==> src/rtl/tdc_readout_pkg.sv <==
// Shared types and constants for the tdc_64 readout controller.
// Holds the FSM state encoding, the result flag bit positions and the count-width helper.
package tdc_readout_pkg;

  typedef enum logic [2:0] {
    IDLE   = 3'd0,
    CLEAR  = 3'd1,
    WAIT   = 3'd2,
    SAMPLE = 3'd3,
    DECODE = 3'd4,
    DONE   = 3'd5
  } tdc_state_e;

  localparam int FLAG_UNDERFLOW = 0;
  localparam int FLAG_OVERFLOW  = 1;
  localparam int FLAG_BUBBLE    = 2;
  localparam int FLAG_UNSTABLE  = 3;

  // Width that can hold every count from 0 to w inclusive.
  function automatic int calc_cw(input int w);
    return $clog2(w + 1);
  endfunction

endpackage

==> src/rtl/tdc_chunk_decode.sv <==
// Combinational decode of one thermometer-code slice.
// Produces the slice's popcount, whether it contains a zero, and where its lowest zero sits.
module tdc_chunk_decode #(
  parameter int CHUNK_WIDTH = 36,
  parameter int PW          = $clog2(CHUNK_WIDTH + 1),
  parameter int ZW          = (CHUNK_WIDTH > 1) ? $clog2(CHUNK_WIDTH) : 1
) (
  input  logic [CHUNK_WIDTH-1:0] chunk,
  output logic [PW-1:0]          pop,
  output logic                   has_zero,
  output logic [ZW-1:0]          zero_idx
);

  // Popcount of the slice.
  always_comb begin
    pop = {PW{1'b0}};
    for (int i = 0; i < CHUNK_WIDTH; i++) begin
      pop = pop + PW'(chunk[i]);
    end
  end

  // Scan from the top down so the lowest zero is the one that sticks.
  always_comb begin
    zero_idx = {ZW{1'b0}};
    for (int i = CHUNK_WIDTH - 1; i >= 0; i--) begin
      if (!chunk[i]) begin
        zero_idx = ZW'(i);
      end else begin
        zero_idx = zero_idx;
      end
    end
  end

  assign has_zero = ~(&chunk);

endmodule

==> src/rtl/tdc_readout.sv <==
// Readout controller for the tdc_64 delay-line TDC: arms it, waits the window,
// double-captures the thermometer code and decodes it chunk by chunk.
module tdc_readout
  import tdc_readout_pkg::*;
#(
  parameter int DATA_WIDTH  = 252,
  parameter int CHUNK_WIDTH = 36,
  parameter int WAIT_CYCLES = 16
) (
  input  logic                             clock,
  input  logic                             reset,
  input  logic                             start_valid,
  output logic                             start_ready,
  output logic                             tdc_reset_b,
  input  logic [DATA_WIDTH-1:0]            code,
  output logic                             result_valid,
  input  logic                             result_ready,
  output logic [calc_cw(DATA_WIDTH)-1:0]   result_count,
  output logic [calc_cw(DATA_WIDTH)-1:0]   result_edge,
  output logic [3:0]                       result_flags
);

  localparam int CW         = calc_cw(DATA_WIDTH);
  localparam int PW         = $clog2(CHUNK_WIDTH + 1);
  localparam int ZW         = (CHUNK_WIDTH > 1) ? $clog2(CHUNK_WIDTH) : 1;
  localparam int NUM_CHUNKS = DATA_WIDTH / CHUNK_WIDTH;
  localparam int KW         = (NUM_CHUNKS > 1) ? $clog2(NUM_CHUNKS) : 1;
  localparam int TW         = $clog2(WAIT_CYCLES + 2);

  localparam logic [TW-1:0] CLEAR_LAST  = TW'(1);
  localparam logic [TW-1:0] WAIT_LAST   = TW'(WAIT_CYCLES - 1);
  localparam logic [KW-1:0] CHUNK_LAST  = KW'(NUM_CHUNKS - 1);
  localparam logic [CW-1:0] EDGE_NONE   = CW'(DATA_WIDTH);

  tdc_state_e              state_q, state_d;
  logic [TW-1:0]           timer_q, timer_d;
  logic [KW-1:0]           chunk_idx_q, chunk_idx_d;
  logic [DATA_WIDTH-1:0]   cap0_q, cap0_d;
  logic [DATA_WIDTH-1:0]   cap1_q, cap1_d;
  logic [CW-1:0]           count_q, count_d;
  logic [CW-1:0]           edge_q, edge_d;
  logic                    tdc_reset_b_q, tdc_reset_b_d;
  logic                    result_valid_q, result_valid_d;
  logic [CW-1:0]           result_count_q, result_count_d;
  logic [CW-1:0]           result_edge_q, result_edge_d;
  logic [3:0]              result_flags_q, result_flags_d;

  logic [CHUNK_WIDTH-1:0]  chunks_s [NUM_CHUNKS];
  logic [CHUNK_WIDTH-1:0]  cur_chunk_s;
  logic [PW-1:0]           chunk_pop_s;
  logic                    chunk_has_zero_s;
  logic [ZW-1:0]           chunk_zero_idx_s;
  logic [CW-1:0]           chunk_base_s;
  logic [3:0]              flags_s;

  for (genvar g = 0; g < NUM_CHUNKS; g++) begin : g_chunks
    assign chunks_s[g] = cap1_q[g*CHUNK_WIDTH +: CHUNK_WIDTH];
  end

  assign cur_chunk_s  = chunks_s[chunk_idx_q];
  assign chunk_base_s = CW'(CW'(chunk_idx_q) * CW'(CHUNK_WIDTH));

  tdc_chunk_decode #(
    .CHUNK_WIDTH (CHUNK_WIDTH),
    .PW          (PW),
    .ZW          (ZW)
  ) u_chunk_decode (
    .chunk    (cur_chunk_s),
    .pop      (chunk_pop_s),
    .has_zero (chunk_has_zero_s),
    .zero_idx (chunk_zero_idx_s)
  );

  // Next-state, datapath and registered-output computation.
  always_comb begin
    state_d        = state_q;
    timer_d        = timer_q;
    chunk_idx_d    = chunk_idx_q;
    cap0_d         = cap0_q;
    cap1_d         = cap1_q;
    count_d        = count_q;
    edge_d         = edge_q;
    result_valid_d = result_valid_q;
    result_count_d = result_count_q;
    result_edge_d  = result_edge_q;
    result_flags_d = result_flags_q;
    flags_s        = 4'b0000;

    case (state_q)
      IDLE: begin
        if (start_valid) begin
          state_d = CLEAR;
          timer_d = {TW{1'b0}};
        end else begin
          state_d = IDLE;
        end
      end
      CLEAR: begin
        if (timer_q == CLEAR_LAST) begin
          state_d = WAIT;
          timer_d = {TW{1'b0}};
        end else begin
          timer_d = timer_q + TW'(1);
        end
      end
      WAIT: begin
        // The edge that leaves WAIT is the first capture edge.
        if (timer_q == WAIT_LAST) begin
          state_d = SAMPLE;
          timer_d = {TW{1'b0}};
          cap0_d  = code;
        end else begin
          timer_d = timer_q + TW'(1);
        end
      end
      SAMPLE: begin
        if (timer_q == {TW{1'b0}}) begin
          cap1_d  = code;
          timer_d = TW'(1);
        end else begin
          state_d     = DECODE;
          chunk_idx_d = {KW{1'b0}};
          count_d     = {CW{1'b0}};
          edge_d      = EDGE_NONE;
        end
      end
      DECODE: begin
        count_d = count_q + CW'(chunk_pop_s);
        if (chunk_has_zero_s && (edge_q == EDGE_NONE)) begin
          edge_d = chunk_base_s + CW'(chunk_zero_idx_s);
        end else begin
          edge_d = edge_q;
        end
        if (chunk_idx_q == CHUNK_LAST) begin
          flags_s[FLAG_UNDERFLOW] = (count_d == {CW{1'b0}});
          flags_s[FLAG_OVERFLOW]  = (count_d == CW'(DATA_WIDTH));
          flags_s[FLAG_BUBBLE]    = (count_d != edge_d);
          flags_s[FLAG_UNSTABLE]  = (cap0_q != cap1_q);
          state_d        = DONE;
          result_valid_d = 1'b1;
          result_count_d = count_d;
          result_edge_d  = edge_d;
          result_flags_d = flags_s;
        end else begin
          chunk_idx_d = chunk_idx_q + KW'(1);
        end
      end
      DONE: begin
        if (result_ready) begin
          state_d        = IDLE;
          result_valid_d = 1'b0;
        end else begin
          state_d = DONE;
        end
      end
      default: begin
        state_d        = IDLE;
        result_valid_d = 1'b0;
      end
    endcase

    tdc_reset_b_d = (state_d != CLEAR);
  end

  // State and datapath registers.
  always_ff @(posedge clock or posedge reset) begin
    if (reset) begin
      state_q        <= IDLE;
      timer_q        <= {TW{1'b0}};
      chunk_idx_q    <= {KW{1'b0}};
      cap0_q         <= {DATA_WIDTH{1'b0}};
      cap1_q         <= {DATA_WIDTH{1'b0}};
      count_q        <= {CW{1'b0}};
      edge_q         <= {CW{1'b0}};
      tdc_reset_b_q  <= 1'b0;
      result_valid_q <= 1'b0;
      result_count_q <= {CW{1'b0}};
      result_edge_q  <= {CW{1'b0}};
      result_flags_q <= 4'b0000;
    end else begin
      state_q        <= state_d;
      timer_q        <= timer_d;
      chunk_idx_q    <= chunk_idx_d;
      cap0_q         <= cap0_d;
      cap1_q         <= cap1_d;
      count_q        <= count_d;
      edge_q         <= edge_d;
      tdc_reset_b_q  <= tdc_reset_b_d;
      result_valid_q <= result_valid_d;
      result_count_q <= result_count_d;
      result_edge_q  <= result_edge_d;
      result_flags_q <= result_flags_d;
    end
  end

  assign start_ready  = (state_q == IDLE);
  assign tdc_reset_b  = tdc_reset_b_q;
  assign result_valid = result_valid_q;
  assign result_count = result_count_q;
  assign result_edge  = result_edge_q;
  assign result_flags = result_flags_q;

endmodule

==> config.mk <==
export PLATFORM = sky130hd
export DESIGN_NAME = tdc_readout
export DESIGN_NICKNAME = d
export VERILOG_FILES = /design/src/rtl/tdc_readout_pkg.sv /design/src/rtl/tdc_chunk_decode.sv /design/src/rtl/tdc_readout.sv
export SDC_FILE = /design/constraint.sdc
export NUM_CORES = 2
export LEC_CHECK = 0
export CORE_MARGIN = 5
export CORE_UTILIZATION = 60
export CTS_CLUSTER_SIZE = 25
export DETAILED_ROUTE_END_ITERATION = 12
export GPL_TIMING_DRIVEN = 0
export PLACE_DENSITY_LB_ADDON = 0.3
export REMOVE_ABC_BUFFERS = 1
export SLEW_MARGIN = 5
export SYNTH_ARGS = -nofsm -noshare
export SYNTH_HDL_FRONTEND = slang
export SYNTH_HIERARCHICAL = 1
export SYNTH_SLANG_ARGS = --single-unit
==> constraint.sdc <==
create_clock -name clock -period 52.5 [get_ports clock]
set_input_delay 10.5 -clock clock [delete_from_list [all_inputs] [get_ports clock]]
set_output_delay 10.5 -clock clock [all_outputs]
set_load 0.005 [all_outputs]
=== Word level (Yosys, flattened, before mapping) ===
Cells that the tools add are included.

* Add/sub/neg operators: 39
* Multiply operators: 1
* Magnitude comparators: 1
* Eq/ne operators: 19
* Muxes and demuxes: 63
* Bitwise operators: 3
* Reductions and logical operators: 15

{| class="wikitable"
|+ Operators with widths
! cell !! number
|-
| 252-bit != test || 1
|-
| 6-bit two-way mux || 36
|-
| 6-bit by 1-bit adder with 6-bit output || 34
|-
| 36-bit binary-select mux with 3-bit select || 1
|-
| 36-bit two-way mux || 2
|-
| 36-bit AND reduction || 1
|-
| 8-bit two-way mux || 4
|-
| 8-bit one-hot mux with 2 select lines || 2
|-
| 3-bit two-way mux || 7
|-
| 5-bit two-way mux || 4
|-
| 5-bit one-hot mux with 4 select lines || 1
|-
| 3-bit one-hot mux with 6 select lines || 1
|-
| 8-bit by 6-bit adder with 8-bit output || 2
|-
| 8-bit equality test (second input constant) || 2
|-
| 2-bit != test (second input constant) || 6
|-
| 3-bit equality test (second input constant) || 3
|-
| 3-bit AND reduction || 3
|-
| 8-bit zero test || 1
|-
| 8-bit != test || 1
|-
| 2-bit AND reduction || 4
|-
| 3-bit by 2-bit equality test with 1-bit output (second input constant) || 2
|-
| 3-bit by 4-bit multiplier with 6-bit output (second input constant) || 1
|-
| 3-bit one-hot mux with 2 select lines || 1
|-
| 5-bit by 1-bit adder with 5-bit output (second input constant) || 1
|-
| other kinds (17) || 20
|}

* Register bits: 553
* Input port bits: 256
* Output and inout bits: 23

=== Depth between registers and ports, before layout ===
* Depth in word-level cells: 44
* Mapped depth: 31

=== Hierarchy ===
The synthesis kept the hierarchy.

{| class="wikitable"
|+ Modules (own cells, without submodules)
! module !! instances !! cells each !! area each (um^2) !! seq. area each (um^2)
|-
| tdc_readout || 1 || 1963 || 26136.3 || 13838.3
|-
| tdc_chunk_decode || 1 || 169 || 1351.3 || 0.0
|}

=== Worst setup path after synthesis ===
Ideal clock, no wire load.

* Kind: input to register
* Start: input start_valid
* End: register timer_q[3]
* Data arrival time: 11.218 ns
* Required time: 52.374 ns
* Setup slack: 41.157 ns
* Stages: 5
* Cells stage by stage: nor3_1 or3_1 a31o_2 nand2_1 o31ai_1

* Cells in the longest elaborated chain, start to end: 2

{| class="wikitable"
|+ RTL lines
! what !! line !! RTL
|-
| from (decl) || tdc_readout.sv:12 || <nowiki>input logic start_valid,</nowiki>
|-
| 2-bit != test (no source line) || - ||
|-
| 3-bit AND reduction (no source line) || - ||
|-
| to (signal assigned) || tdc_readout.sv:169 || <nowiki>timer_q <= {TW{1'b0}};</nowiki>
|-
| to (signal assigned) || tdc_readout.sv:182 || <nowiki>timer_q <= timer_d;</nowiki>
|-
| to (decl) || tdc_readout.sv:36 || <nowiki>logic [TW-1:0] timer_q, timer_d;</nowiki>
|}

Every way passes these cells.
A chain may end at the register's enable or synchronous reset.

=== Final worst setup path ===
* Start: register state_q[1]
* End: output start_ready

* Cells in the longest elaborated chain, start to end: 1

{| class="wikitable"
|+ RTL lines
! what !! line !! RTL
|-
| from (decl) || tdc_readout.sv:35 || <nowiki>tdc_state_e state_q, state_d;</nowiki>
|-
| from (signal assigned) || tdc_readout.sv:181 || <nowiki>state_q <= state_d;</nowiki>
|-
| 3-bit zero test || tdc_readout.sv:196 || <nowiki>assign start_ready = (state_q == IDLE);</nowiki>
|-
| to (decl) || tdc_readout.sv:13 || <nowiki>output logic start_ready,</nowiki>
|}

Every way passes these cells.

==> impl_metrics.json <==
{
  "status": "completed",
  "avgSynthCellArea_sq_um": 12.89,
  "routed_wl_mm": 77.98,
  "area_growth_pct": 21.48,
  "slew_violations": 0,
  "dieArea_sq_um": 50190,
  "vias_per_cell": 6.023,
  "ctsResizeCount": 0,
  "crit_start": "state_q[1]",
  "io_pins": 279,
  "wl_per_cell_um": 25.33,
  "hold_viol": 0,
  "fill_cells": 2985,
  "fp-row-count": 78,
  "grt_usage_pct": 31.02,
  "drive_above_1_share_pct": 29.07,
  "grt_pass1_vias": 19470,
  "start_util_pct": 60.57,
  "setup-tns-final_ps": 0,
  "place_hpwl_mm": 59.21,
  "grt_max_degree": 127,
  "nets": 2740,
  "drtPass1Iterations": 4,
  "seq_area_frac_synth_pct": 50.34,
  "fin_crit_sh_pct": 23.73,
  "cts_inserted_buffers": 57,
  "cts_tree": "built",
  "synth_top_area_share_pct": 50.34,
  "route.detailed.drc": 0,
  "drtIter0Drc": 1694,
  "final-instance-count-excl-fill": 3079,
  "synthCells": 2132,
  "coreArea_sq_um": 45380,
  "grt_antenna_before_repair": 8,
  "ys_warn_count": 6,
  "min_period_ps": 12460,
  "required_ps": 42000,
  "worst_r2r_startpoint": "chunk_idx_q[0]",
  "root_buffer": "clkbuf_16",
  "gp_congestion": 0.9001,
  "num_vias": 18550,
  "grt_overflow_total": 0,
  "end_kind": "primary output",
  "synthFlopType": "dfrtp_1",
  "worstHoldPathType": "reg2reg",
  "startpoint_type": "flip-flop",
  "dieWidth_um": 224.0,
  "maxSlewHeadroom_pct": 32.80,
  "place_inst": 2969,
  "drv_cap": 0,
  "path_clk_slew_ps": 60,
  "worstHoldStart": "result_count[0]",
  "max_slew.worst_pin.slew_ps": 1005,
  "synthArstFlopShare_pct": 100.0,
  "dieHeight_um": 224.0,
  "fmax_mhz": 80.28,
  "postRouteAntennaNets": 0,
  "syn_area_sq_um": 27490,
  "htree_levels": 2,
  "rsz0062_at_grt": "false",
  "clk_latency_ps": 640,
  "synth_area_leaders": "dfrtp_1, mux2_2, xnor2_1",
  "finalSetupViolCount": 0,
  "path_max_fanout": 12,
  "grt_pass1_wl_mm": 118.1,
  "arrival_ps": 1960,
  "cts_hold_buf": 0,
  "post_cts_buffers": 0,
  "synth_area_leader_cell": "dfrtp_1",
  "synth_cell_types": 68,
  "fin_skew_ps": 28.63,
  "synth_edf_count": 0,
  "ys_ff_latch": 553,
  "port_buffers": 278,
  "clock-sinks": 553,
  "critPathKind": "reg2out",
  "cts_buffer_depth": 3
}
==> critical path, cell delays in order, from the launching register on <==
cell             delay [ps]
dfrtp_1                 540
nor3_1                  270
clkdlybuf4s50_1         540
==> layout make-up <==
cell class                 count  area (sq um)  share of cell area [%]
antenna                        2         5.005                 0.01499
sequential                   553         13850                   41.47
tap                          600         750.7                   2.248
inverter                      88         340.3                   1.019
clock buffer                  85          1723                   5.159
timing repair buffer         329          3553                   10.64
clock inverter                23         255.2                  0.7644
multi-input combinational   1399         12920                   38.69
==> cells in the final DEF, fill, tap and decap left out, types with 5 or more instances in the layout <==
cell	instances
a21oi_1	20
clkbuf_16	58
buf_6	14
ha_1	26
clkdlybuf4s50_1	278
buf_4	12
nand3_1	18
a2111o_1	5
nand4_1	52
nor2_1	23
o21ai_1	5
clkinv_2	13
dfrtp_1	550
clkbuf_1	10
o21ai_0	100
nor3_1	7
nand2b_1	11
buf_8	12
mux4_2	36
inv_1	86
o21bai_1	6
mux2i_1	38
xnor2_1	156
xor2_1	85
a21o_1	5
clkbuf_8	17
o22ai_1	10
mux2_2	515
nor4_1	35
nor2b_1	16
buf_16	11
fa_1	30
nand2_1	127
==> synthesized netlist by cell type (33+ instances only) <==
| cell | instances |
|---|---|
| nor4_1 | 35 |
| clkbuf_1 | 33 |
| mux4_2 | 36 |
| o21ai_0 | 100 |
| nand4_1 | 52 |
| buf_2 | 54 |
| xnor2_1 | 156 |
| nand2_1 | 127 |
| dfrtp_1 | 553 |
| xor2_1 | 85 |
| mux2i_1 | 38 |
| mux2_2 | 515 |
| inv_1 | 87 |
==> stage by stage <==
stage	worst slack [ps]	hold slack, ps	utilization (%)	instance area [sq um]
6_report	40040	475.7	73.58	33390
2_1_floorplan	26540	467.5	-	27070
4_1_cts	40010	480.8	73.57	33390
5_1_grt	39980	493.6	73.57	33390
3_5_place_dp	39810	464.5	69.21	31410
3_3_place_gp	18890	460.4	67.44	30600
==> sequential cells by signal, summed over array words and instances, names as in the netlist <==
signal	cells
edge_q	8
result_edge	8
cap1_q	252
result_valid	1
cap0_q	252
timer_q	5
state_q	3
count_q	8
result_count	8
tdc_reset_b	1
result_flags	4
chunk_idx_q	3
==> layer usage <==
layer / wire (um) / global-route usage [%] / up-vias
li1: - / - / 8195
met1: 31600 / 41.79 / 9568
met2: 37860 / 50.36 / 616
met3: 5381 / 6.565 / 154
met4: 3061 / 11.30 / 12
met5: 74 / 0 / -
==> path summary, 6_finish.rpt <==
kind | to | slack, ps | depth (start not counted)
worst min register to register | result_count[0] | 480 | 2
worst max-delay path | start_ready | 40040 | 2
worst min-delay path | result_count[0] | 480 | 2
worst max register to register | result_flags[2] | 44110 | 27
min in group asynchronous | cap1_q[156] | 10390 | 2
max in group asynchronous | cap0_q[227] | 40450 | 4
==> kinds of logic after synthesis <==
kind of cell / count (synthesis) / share of synthesized area [%]
multiplexers: 589 / 25.43
buffers and inverters: 180 / 2.727
XOR/XNOR: 241 / 7.679
AO/OA/AOI/OAI: 194 / 4.370
AND/OR/NAND/NOR: 319 / 6.081
adder cells (fa/ha/maj): 56 / 3.368
flip-flops: 553 / 50.34
Power is not shown: default switching activity piles up to over one toggle a cycle in this logic, so the estimate is an artifact.
